[src/rtl/als_pkg.sv]
// rtl/als_pkg.sv - shared frame geometry and state encodings for the PmodALS read scheduler
package als_pkg;

    localparam int FRAME_BITS = 16;
    localparam int DATA_MSB   = 12;
    localparam int DATA_LSB   = 5;
    localparam int DATA_W     = DATA_MSB - DATA_LSB + 1;

    typedef enum logic [1:0] {
        SCH_IDLE,
        SCH_FRAME,
        SCH_HOLD
    } sch_state_e;

    typedef enum logic [1:0] {
        FR_IDLE,
        FR_SETUP,
        FR_SHIFT
    } fr_state_e;

endpackage

[src/rtl/als_read_scheduler_if.sv]
// rtl/als_read_scheduler_if.sv - ADC pin and light-value bundle for the read scheduler
interface als_read_scheduler_if;

    logic                       sdo;
    logic                       req;
    logic                       cs_n;
    logic                       sclk;
    logic                       busy;
    logic [als_pkg::DATA_W-1:0] data;
    logic                       data_valid;
    logic                       req_done;

    modport master (
        input  sdo, req,
        output cs_n, sclk, busy, data, data_valid, req_done
    );

    modport slave (
        output sdo, req,
        input  cs_n, sclk, busy, data, data_valid, req_done
    );

endinterface

[src/rtl/als_spi_frame.sv]
// rtl/als_spi_frame.sv - one 16-bit ADC frame: cs_n/sclk generation and MSB-first sdo capture
module als_spi_frame
    import als_pkg::*;
#(
    parameter int SCLK_DIV = 5
) (
    input  logic                  clk,
    input  logic                  reset_n,
    input  logic                  start,
    input  logic                  sdo,
    output logic                  cs_n,
    output logic                  sclk,
    output logic                  done,
    output logic [FRAME_BITS-1:0] sample
);

    localparam int DIV_W = (SCLK_DIV > 1) ? $clog2(SCLK_DIV) : 1;
    localparam int BIT_W = $clog2(FRAME_BITS);
    localparam logic [DIV_W-1:0] DIV_LAST = DIV_W'(SCLK_DIV - 1);
    localparam logic [BIT_W-1:0] BIT_LAST = BIT_W'(FRAME_BITS - 1);

    fr_state_e             state_q, state_d;
    logic [DIV_W-1:0]      div_q, div_d;
    logic [BIT_W-1:0]      bit_q, bit_d;
    logic                  cs_n_q, cs_n_d;
    logic                  sclk_q, sclk_d;
    logic [FRAME_BITS-1:0] sr_q, sr_d;
    logic                  phase_end;

    assign phase_end = (div_q == DIV_LAST);

    always_comb begin
        state_d = state_q;
        div_d   = div_q;
        bit_d   = bit_q;
        cs_n_d  = cs_n_q;
        sclk_d  = sclk_q;
        sr_d    = sr_q;
        done    = 1'b0;
        case (state_q)
            FR_IDLE: begin
                if (start) begin
                    state_d = FR_SETUP;
                    cs_n_d  = 1'b0;
                    sclk_d  = 1'b1;
                    div_d   = '0;
                    bit_d   = '0;
                end
            end
            FR_SETUP: begin
                div_d = div_q + 1'b1;
                if (phase_end) begin
                    div_d   = '0;
                    sclk_d  = 1'b0;
                    state_d = FR_SHIFT;
                end
            end
            FR_SHIFT: begin
                div_d = div_q + 1'b1;
                if (phase_end) begin
                    div_d = '0;
                    if (!sclk_q) begin
                        sclk_d = 1'b1;
                        sr_d   = {sr_q[FRAME_BITS-2:0], sdo};
                    end else if (bit_q == BIT_LAST) begin
                        // the last high phase still belongs to the frame
                        done    = 1'b1;
                        cs_n_d  = 1'b1;
                        state_d = FR_IDLE;
                    end else begin
                        sclk_d = 1'b0;
                        bit_d  = bit_q + 1'b1;
                    end
                end
            end
            default: state_d = FR_IDLE;
        endcase
    end

    always_ff @(posedge clk or negedge reset_n) begin
        if (!reset_n) begin
            state_q <= FR_IDLE;
            div_q   <= '0;
            bit_q   <= '0;
            cs_n_q  <= 1'b1;
            sclk_q  <= 1'b1;
            sr_q    <= '0;
        end else begin
            state_q <= state_d;
            div_q   <= div_d;
            bit_q   <= bit_d;
            cs_n_q  <= cs_n_d;
            sclk_q  <= sclk_d;
            sr_q    <= sr_d;
        end
    end

    assign cs_n   = cs_n_q;
    assign sclk   = sclk_q;
    assign sample = sr_q;

endmodule

[src/rtl/als_read_scheduler.sv]
// rtl/als_read_scheduler.sv - periodic/on-demand PmodALS reads sharing one frame engine; ALS_AVG_EN adds 4-frame averaging
module als_read_scheduler
    import als_pkg::*;
#(
    parameter int TERM_COUNT = 1_000_000,
    parameter int SCLK_DIV   = 5,
    parameter int QUIET      = 10
) (
    input  logic                 clk,
    input  logic                 reset_n,
    als_read_scheduler_if.master bus
);

    localparam int CNT_W = $clog2(TERM_COUNT);
    localparam int Q_W   = (QUIET > 1) ? $clog2(QUIET) : 1;
    localparam logic [CNT_W-1:0] CNT_LAST = CNT_W'(TERM_COUNT - 1);
    localparam logic [Q_W-1:0]   Q_LAST   = Q_W'(QUIET - 1);

    sch_state_e            state_q, state_d;
    logic [CNT_W-1:0]      cnt_q, cnt_d;
    logic [Q_W-1:0]        hold_q, hold_d;
    logic                  pend_auto_q, pend_auto_d;
    logic                  pend_req_q, pend_req_d;
    logic                  serve_req_q, serve_req_d;
    logic                  busy_q, busy_d;
    logic                  dv_q, dv_d;
    logic                  rd_q, rd_d;
    logic [DATA_W-1:0]     data_q, data_d;
    logic                  wrap;
    logic                  frame_start;
    logic                  frame_done;
    logic [FRAME_BITS-1:0] frame_sample;
    logic [DATA_W-1:0]     raw_data;
    logic [DATA_W-1:0]     new_data;
    logic                  unused_sample_bits;

    als_spi_frame #(
        .SCLK_DIV (SCLK_DIV)
    ) u_frame (
        .clk     (clk),
        .reset_n (reset_n),
        .start   (frame_start),
        .sdo     (bus.sdo),
        .cs_n    (bus.cs_n),
        .sclk    (bus.sclk),
        .done    (frame_done),
        .sample  (frame_sample)
    );

    assign raw_data           = frame_sample[DATA_MSB:DATA_LSB];
    assign unused_sample_bits = ^{frame_sample[FRAME_BITS-1:DATA_MSB+1], frame_sample[DATA_LSB-1:0]};
    assign wrap               = (cnt_q == CNT_LAST);
    assign cnt_d              = wrap ? '0 : cnt_q + 1'b1;

`ifdef ALS_AVG_EN
    logic [2:0][DATA_W-1:0] hist_q, hist_d;
    logic [DATA_W+1:0]      avg_sum;

    assign avg_sum  = {2'b00, raw_data} + {2'b00, hist_q[0]} + {2'b00, hist_q[1]} + {2'b00, hist_q[2]};
    assign new_data = avg_sum[DATA_W+1:2];

    always_comb begin
        hist_d = hist_q;
        if (frame_done) begin
            hist_d = {hist_q[1:0], raw_data};
        end
    end

    always_ff @(posedge clk or negedge reset_n) begin
        if (!reset_n) begin
            hist_q <= '0;
        end else begin
            hist_q <= hist_d;
        end
    end
`else
    assign new_data = raw_data;
`endif

    always_comb begin
        state_d     = state_q;
        hold_d      = hold_q;
        // a trigger arriving this very cycle is folded into the flags, so a
        // simultaneous set and IDLE clear never loses it and IDLE starts in 1 clk
        pend_auto_d = pend_auto_q | wrap;
        pend_req_d  = pend_req_q | bus.req;
        serve_req_d = serve_req_q;
        busy_d      = busy_q;
        data_d      = data_q;
        dv_d        = 1'b0;
        rd_d        = 1'b0;
        frame_start = 1'b0;
        case (state_q)
            SCH_IDLE: begin
                if (pend_auto_d || pend_req_d) begin
                    frame_start = 1'b1;
                    serve_req_d = pend_req_d;
                    pend_auto_d = 1'b0;
                    pend_req_d  = 1'b0;
                    busy_d      = 1'b1;
                    state_d     = SCH_FRAME;
                end
            end
            SCH_FRAME: begin
                if (frame_done) begin
                    data_d  = new_data;
                    dv_d    = 1'b1;
                    rd_d    = serve_req_q;
                    hold_d  = '0;
                    state_d = SCH_HOLD;
                end
            end
            SCH_HOLD: begin
                hold_d = hold_q + 1'b1;
                if (hold_q == Q_LAST) begin
                    busy_d  = 1'b0;
                    state_d = SCH_IDLE;
                end
            end
            default: state_d = SCH_IDLE;
        endcase
    end

    always_ff @(posedge clk or negedge reset_n) begin
        if (!reset_n) begin
            state_q     <= SCH_IDLE;
            cnt_q       <= '0;
            hold_q      <= '0;
            pend_auto_q <= 1'b0;
            pend_req_q  <= 1'b0;
            serve_req_q <= 1'b0;
            busy_q      <= 1'b0;
            dv_q        <= 1'b0;
            rd_q        <= 1'b0;
            data_q      <= '0;
        end else begin
            state_q     <= state_d;
            cnt_q       <= cnt_d;
            hold_q      <= hold_d;
            pend_auto_q <= pend_auto_d;
            pend_req_q  <= pend_req_d;
            serve_req_q <= serve_req_d;
            busy_q      <= busy_d;
            dv_q        <= dv_d;
            rd_q        <= rd_d;
            data_q      <= data_d;
        end
    end

    assign bus.busy       = busy_q;
    assign bus.data       = data_q;
    assign bus.data_valid = dv_q;
    assign bus.req_done   = rd_q;

endmodule

[src/flat_wrapper.sv]
// flat-port wrapper written by rule: the top's interface ports become plain ports
module als_read_scheduler_flat import als_pkg::*;
#(
    parameter int TERM_COUNT = 1_000_000,
    parameter int SCLK_DIV   = 5,
    parameter int QUIET      = 10
)
  (clk, reset_n, bus_sdo, bus_req, bus_cs_n, bus_sclk, bus_busy, bus_data, bus_data_valid, bus_req_done);
  als_read_scheduler_if bus_i ();
  input  logic clk;
  input  logic reset_n;
  input wire logic [$bits(bus_i.sdo)-1:0] bus_sdo;
  input wire logic [$bits(bus_i.req)-1:0] bus_req;
  output wire logic [$bits(bus_i.cs_n)-1:0] bus_cs_n;
  output wire logic [$bits(bus_i.sclk)-1:0] bus_sclk;
  output wire logic [$bits(bus_i.busy)-1:0] bus_busy;
  output wire logic [$bits(bus_i.data)-1:0] bus_data;
  output wire logic [$bits(bus_i.data_valid)-1:0] bus_data_valid;
  output wire logic [$bits(bus_i.req_done)-1:0] bus_req_done;
  assign bus_i.sdo = bus_sdo;
  assign bus_i.req = bus_req;
  assign bus_cs_n = bus_i.cs_n;
  assign bus_sclk = bus_i.sclk;
  assign bus_busy = bus_i.busy;
  assign bus_data = bus_i.data;
  assign bus_data_valid = bus_i.data_valid;
  assign bus_req_done = bus_i.req_done;
  als_read_scheduler #(.TERM_COUNT(TERM_COUNT), .SCLK_DIV(SCLK_DIV), .QUIET(QUIET)) u_core (.clk(clk), .reset_n(reset_n), .bus(bus_i));
endmodule
[config.mk]
export PLATFORM = sky130hd
export DESIGN_NAME = als_read_scheduler_flat
export DESIGN_NICKNAME = d
export VERILOG_FILES = /design/src/rtl/als_pkg.sv /design/src/rtl/als_read_scheduler_if.sv /design/src/rtl/als_spi_frame.sv /design/src/rtl/als_read_scheduler.sv /design/src/flat_wrapper.sv
export SDC_FILE = /design/constraint.sdc
export NUM_CORES = 1
export LEC_CHECK = 0
export CORE_UTILIZATION = 40
export DETAILED_ROUTE_END_ITERATION = 12
export SYNTH_ARGS = -nofsm -noshare
export SYNTH_HDL_FRONTEND = slang
export SYNTH_HIERARCHICAL = 1
export SYNTH_SLANG_ARGS = --single-unit
export TNS_END_PERCENT = 1
[constraint.sdc]
create_clock -name clk -period 3 [get_ports clk]
set_input_delay 0.6 -clock clk [delete_from_list [all_inputs] [get_ports clk]]
set_output_delay 0.6 -clock clk [all_outputs]
set_load 0.02 [all_outputs]
; ---- Yosys cells after proc, flatten, opt, wreduce, memory -nomap -nowiden
; Index checks and enable logic that the tools add are counted.
[classes]
addsub = 4
multipliers = 0
div_mod_pow = 0
n_lt_le_gt_ge = 0
eq_ne = 17
shift = 0
muxes = 48
n_bitwise = 3
n_reduce_logical = 20
[op_table]
columns = cell, n
row1 = two-way mux 1 bit, 24
row2 = "adder 20 x 1 -> 20 bit, second input constant", 1
row3 = "== test 20 bit, second input constant", 1
row4 = two-way mux 20 bit, 1
row5 = two-way mux 4 bit, 5
row6 = two-way mux 2 bit, 8
row7 = case mux 4 bit (2 select lines), 2
row8 = AND reduction 5 bit, 3
row9 = case mux 2 bit (3 select lines), 2
row10 = "!= test 2 bit, second input constant", 5
row11 = AND reduction 3 bit, 3
row12 = "adder 4 x 1 -> 4 bit, second input constant", 2
row13 = "== test 4 bit, second input constant", 2
row14 = "!= test 2 x 1 -> 1 bit, second input constant", 4
row15 = AND reduction 2 bit, 4
row16 = nonzero test 2 bit, 4
row17 = two-way mux 3 bit, 2
row18 = case mux 3 bit (2 select lines), 1
row19 = "== test 2 x 1 -> 1 bit, second input constant", 2
row20 = "== test 2 bit, second input constant", 2
row21 = logical NOT 2 bit, 2
row22 = case mux 1 bit (2 select lines), 2
row23 = AND reduction 4 bit, 1
row24 = "adder 3 x 1 -> 3 bit, second input constant", 1
row25 = 7 further kinds, 8
[word_totals]
regBits = 64
latch_bits = 0
ram_bits = 0
rom_bits = 0
inputBits = 4
output_inout_bits = 13
elab_cells = 108
n_memories = 0

; ---- Logic depth before layout (Yosys ltp)
[logic_depth]
word_depth = 7
mapped_depth = 9
ltp_nobuf = 8

; ---- Cells and area by module
; The synthesis kept the hierarchy.
[modules_own_cells]
columns = module, n_inst, cells_per_inst, area_per_inst_um2, seq_area_each_um2
row1 = als_read_scheduler, 1, 177, 1805.5, 1001.0
row2 = als_spi_frame, 1, 120, 1422.6, 678.2

; ---- Least setup slack after synthesis
; Ideal clock, no wire load.
[synth_path]
path_kind = reg2reg
startpoint = reg u_core.cnt_q[0]
endpoint = reg u_core.u_frame.div_q[2]
setup_ps = 121
arrival_time_ps = 1919
required_time_ps = 2879
setup_slack_ps = 960
stages_incl_launch_ff = 10
path_buffers = 1
synth_period_minus_slack_ps = 2040
path_cell_list = dfrtp_1 -> ha_1 -> and3_1 -> nand3_1 -> o21ai_1 -> and2_1 -> nand2b_1 -> clkbuf_2 -> o21ai_1 -> a22o_1
[synth_between]
elab_chain_cells = 7
[synth_lines]
columns = element, line_no
row1 = from (decl), als_read_scheduler.sv:20  ; logic [CNT_W-1:0] cnt_q, cnt_d;
row2 = from (signal assigned), als_read_scheduler.sv:138  ; cnt_q <= cnt_d;
row3 = == test 20 bit, als_read_scheduler.sv:52  ; assign wrap = (cnt_q == CNT_LAST);
row4 = OR 1 bit, als_read_scheduler.sv:85  ; pend_auto_d = pend_auto_q | wrap;
row5 = logical OR 1 bit, als_read_scheduler.sv:95  ; if (pend_auto_d || pend_req_d) begin
row6 = two-way mux 1 bit, als_read_scheduler.sv:95
row7 = two-way mux 1 bit, als_read_scheduler.sv:93  ; case (state_q)
row8 = named net u_core.frame_start, als_read_scheduler.sv:30  ; logic frame_start;
row9 = != test 2 x 1 -> 1 bit (no line), n/a
row10 = AND reduction 2 bit (no line), n/a
row11 = to (signal assigned), als_spi_frame.sv:90  ; div_q <= div_d;
row12 = to (decl), als_spi_frame.sv:23  ; logic [DIV_W-1:0] div_q, div_d;
; The timed path passes the listed nets, and every way through them passes these cells.
; A chain may end at the register's enable or synchronous reset.

; ---- Final worst setup path
; Same ends and word-level chain as after synthesis.

==> results.json <==
{
  "crit_buf_inv": 0,
  "via_per_inst": 5.35,
  "syn_nets": 304,
  "htree_levels": 3,
  "fmax_ghz": 0.416,
  "drive_above_1_share_pct": 14.0,
  "cts_buffer_depth": 2,
  "cts_hold_buf": 0,
  "drt_iter0_drc": 141,
  "antenna_found_initial": 0,
  "required_ns": 3.22,
  "syn_avg_cell_area_um2": 10.7,
  "grt_pass1_vias": 2173,
  "path_clk_slew_ns": 0.08,
  "hold_path_class": "input port to asynchronous set/reset pin",
  "die_area_mm2": 0.00813,
  "finalPower_uw": 2020,
  "cts_resized": 0,
  "syn_inst": 291,
  "leakagePower_uw": 0.00163,
  "grt_use_total_pct": 16.5,
  "grt.overflow.total": 0,
  "gp_congestion": 0.795,
  "pre_cts_slack_ns": 0.546,
  "yosysWarnings": 6,
  "vias": 2213,
  "cp_max_fo": 8,
  "cts_sinks": 64,
  "crit_top_cell": "o21ai_1",
  "grt_pass1_wl_um": 10600,
  "critPathArrivalTime_ns": 2.63,
  "cp-end-kind": "register",
  "num_rows": 31,
  "cts_tree": "built",
  "status": "finished, final reports clean",
  "die_h_um": 90.1,
  "setup_viol": 0,
  "relSlewSlack_pct": 63.8,
  "cts_buffers": 9,
  "min_period_over_period_pct": 80.1,
  "syn_to_final_growth_pct": 16.1,
  "postCtsSetupBuffers": 0,
  "rsz0062_at_grt": "false",
  "start_kind": "register",
  "synth_area_mm2": 0.00311,
  "clockRootBuffer": "clkbuf_8",
  "design.core.area_mm2": 0.00737,
  "power_density_mw_per_mm2": 559,
  "path_cells": "ha_1 > and3_1 > nand3_1 > o21ai_1 > and2_1 > nand2b_1 > o21ai_1 > a22o_1",
  "initial_core_util_pct": 42.2,
  "irDropWorstVdd_mv": 0.266,
  "critical-path-top-delay-family": "simple AND/OR/NAND/NOR gates",
  "antenna_cells": 0,
  "drc": 0,
  "worstSkewPairLatency_ns": 0.34,
  "nets": 323,
  "dp_cells": 398,
  "finalSetupTns_ns": 0,
  "routedWlPerCell_um": 14.2,
  "antenna_left": 0,
  "crit_type": "register to register",
  "worst_pin_slew_ns": 0.542,
  "finClkSkew_ns": 0.00941,
  "report.final.slew_viol_count": 0,
  "port-buffer-count": 16,
  "hold_ws_ns": 0.235,
  "boundaryPins": 17,
  "maxCapViolations": 0,
  "drt-total-wl_um": 5890,
  "fin_cells": 414,
  "nFillCells": 699,
  "die_x_um": 90.1,
  "grt_max_degree": 44,
  "hold_viol": 0,
  "dp.final_hpwl_um": 3900,
  "setup_slack_ns": 0.598,
  "critPathMaxStageDelay_ns": 0.38,
  "finalCriticalPeriod_ns": 2.40,
  "dr.pass1.iters": 4,
  "cpMaxStageDelayCell": "dfrtp_1"
}
-- worst reg2reg max path: cells and delay by family (launching register included) --
family,cells,cell delay (ns)
compound gates,3,0.70
flops,1,0.38
fa+ha+maj,1,0.20
simple gates,4,1.01
-- placed cells by master (no fill, tap or decap), drive strengths merged, types with 5 or more instances in the layout --
master	instances
dfrtp	62
nand2	45
nor2	18
clkdlybuf4s50	15
mux2	14
nand3	11
clkbuf	10
ha	9
inv	9
nand4	8
a21oi	8
and3	7
xor2	7
o21ai	7
xnor2	6
nor3	5
a31oi	5
nand2b	5
and4	5
-- power by group --
part           switching (uW)  internal (uW)  leakage [uW]
registers                29.5            888      0.000847
logic                     101           67.0      0.000657
clock network             352            579      0.000123
total                     483           1530       0.00163
-- cell type report --
class | count | area (um^2) | share of cell area (%)
flip-flops and latches | 64 | 1600 | 44.5
multi-input cells | 207 | 1400 | 38.9
repair buffers | 19 | 190 | 5.27
clock buffers | 10 | 138 | 3.81
well taps | 99 | 124 | 3.43
clock inverters | 6 | 115 | 3.19
inverters | 9 | 33.8 | 0.936
-- layer usage --
metal	vias to the layer above	track usage, %	wire length [um]
met5	-	0	0
met4	0	7.26	86
met3	5	4.40	223
met2	40	22.8	2470
met1	1083	24.2	3110
li1	1085	-	-
-- worst paths after layout --
kind | end | start | slack (ns) | cells after the start
setup / recovery | u_core/u_frame/div_q[2] | u_core/cnt_q[0] | 0.60 | 8
hold / removal | u_core/hold_q[1] | reset_n | 0.23 | 1
setup reg to reg | u_core/u_frame/div_q[2] | u_core/cnt_q[0] | 0.60 | 8
hold reg to reg | u_core/bus.data[6] | u_core/bus.data[6] | 0.48 | 2
max in group asynchronous | u_core/cnt_q[11] | reset_n | 2.15 | 2
min in group clk | u_core/bus.data[6] | u_core/bus.data[6] | 0.48 | 2
-- metrics by stage --
stage,util [%],cell area [um^2]
2_1_floorplan,-,3110
3_3_place_gp,45.5,3360
3_5_place_dp,45.5,3360
4_1_cts,49.0,3610
5_1_grt,49.0,3610
6_report,49.0,3610
-- state kept, by name, indices dropped and copies added (netlist names), 2 cells and up --
name	count
u_core/hold_q	4
u_core/bus.data	8
u_core/u_frame/bit_q	4
u_core/cnt_q	20
u_core/u_frame/sample	13
u_core/u_frame/state_q	2
u_core/state_q	2
u_core/u_frame/div_q	3
(Power assumes the default switching activity.)
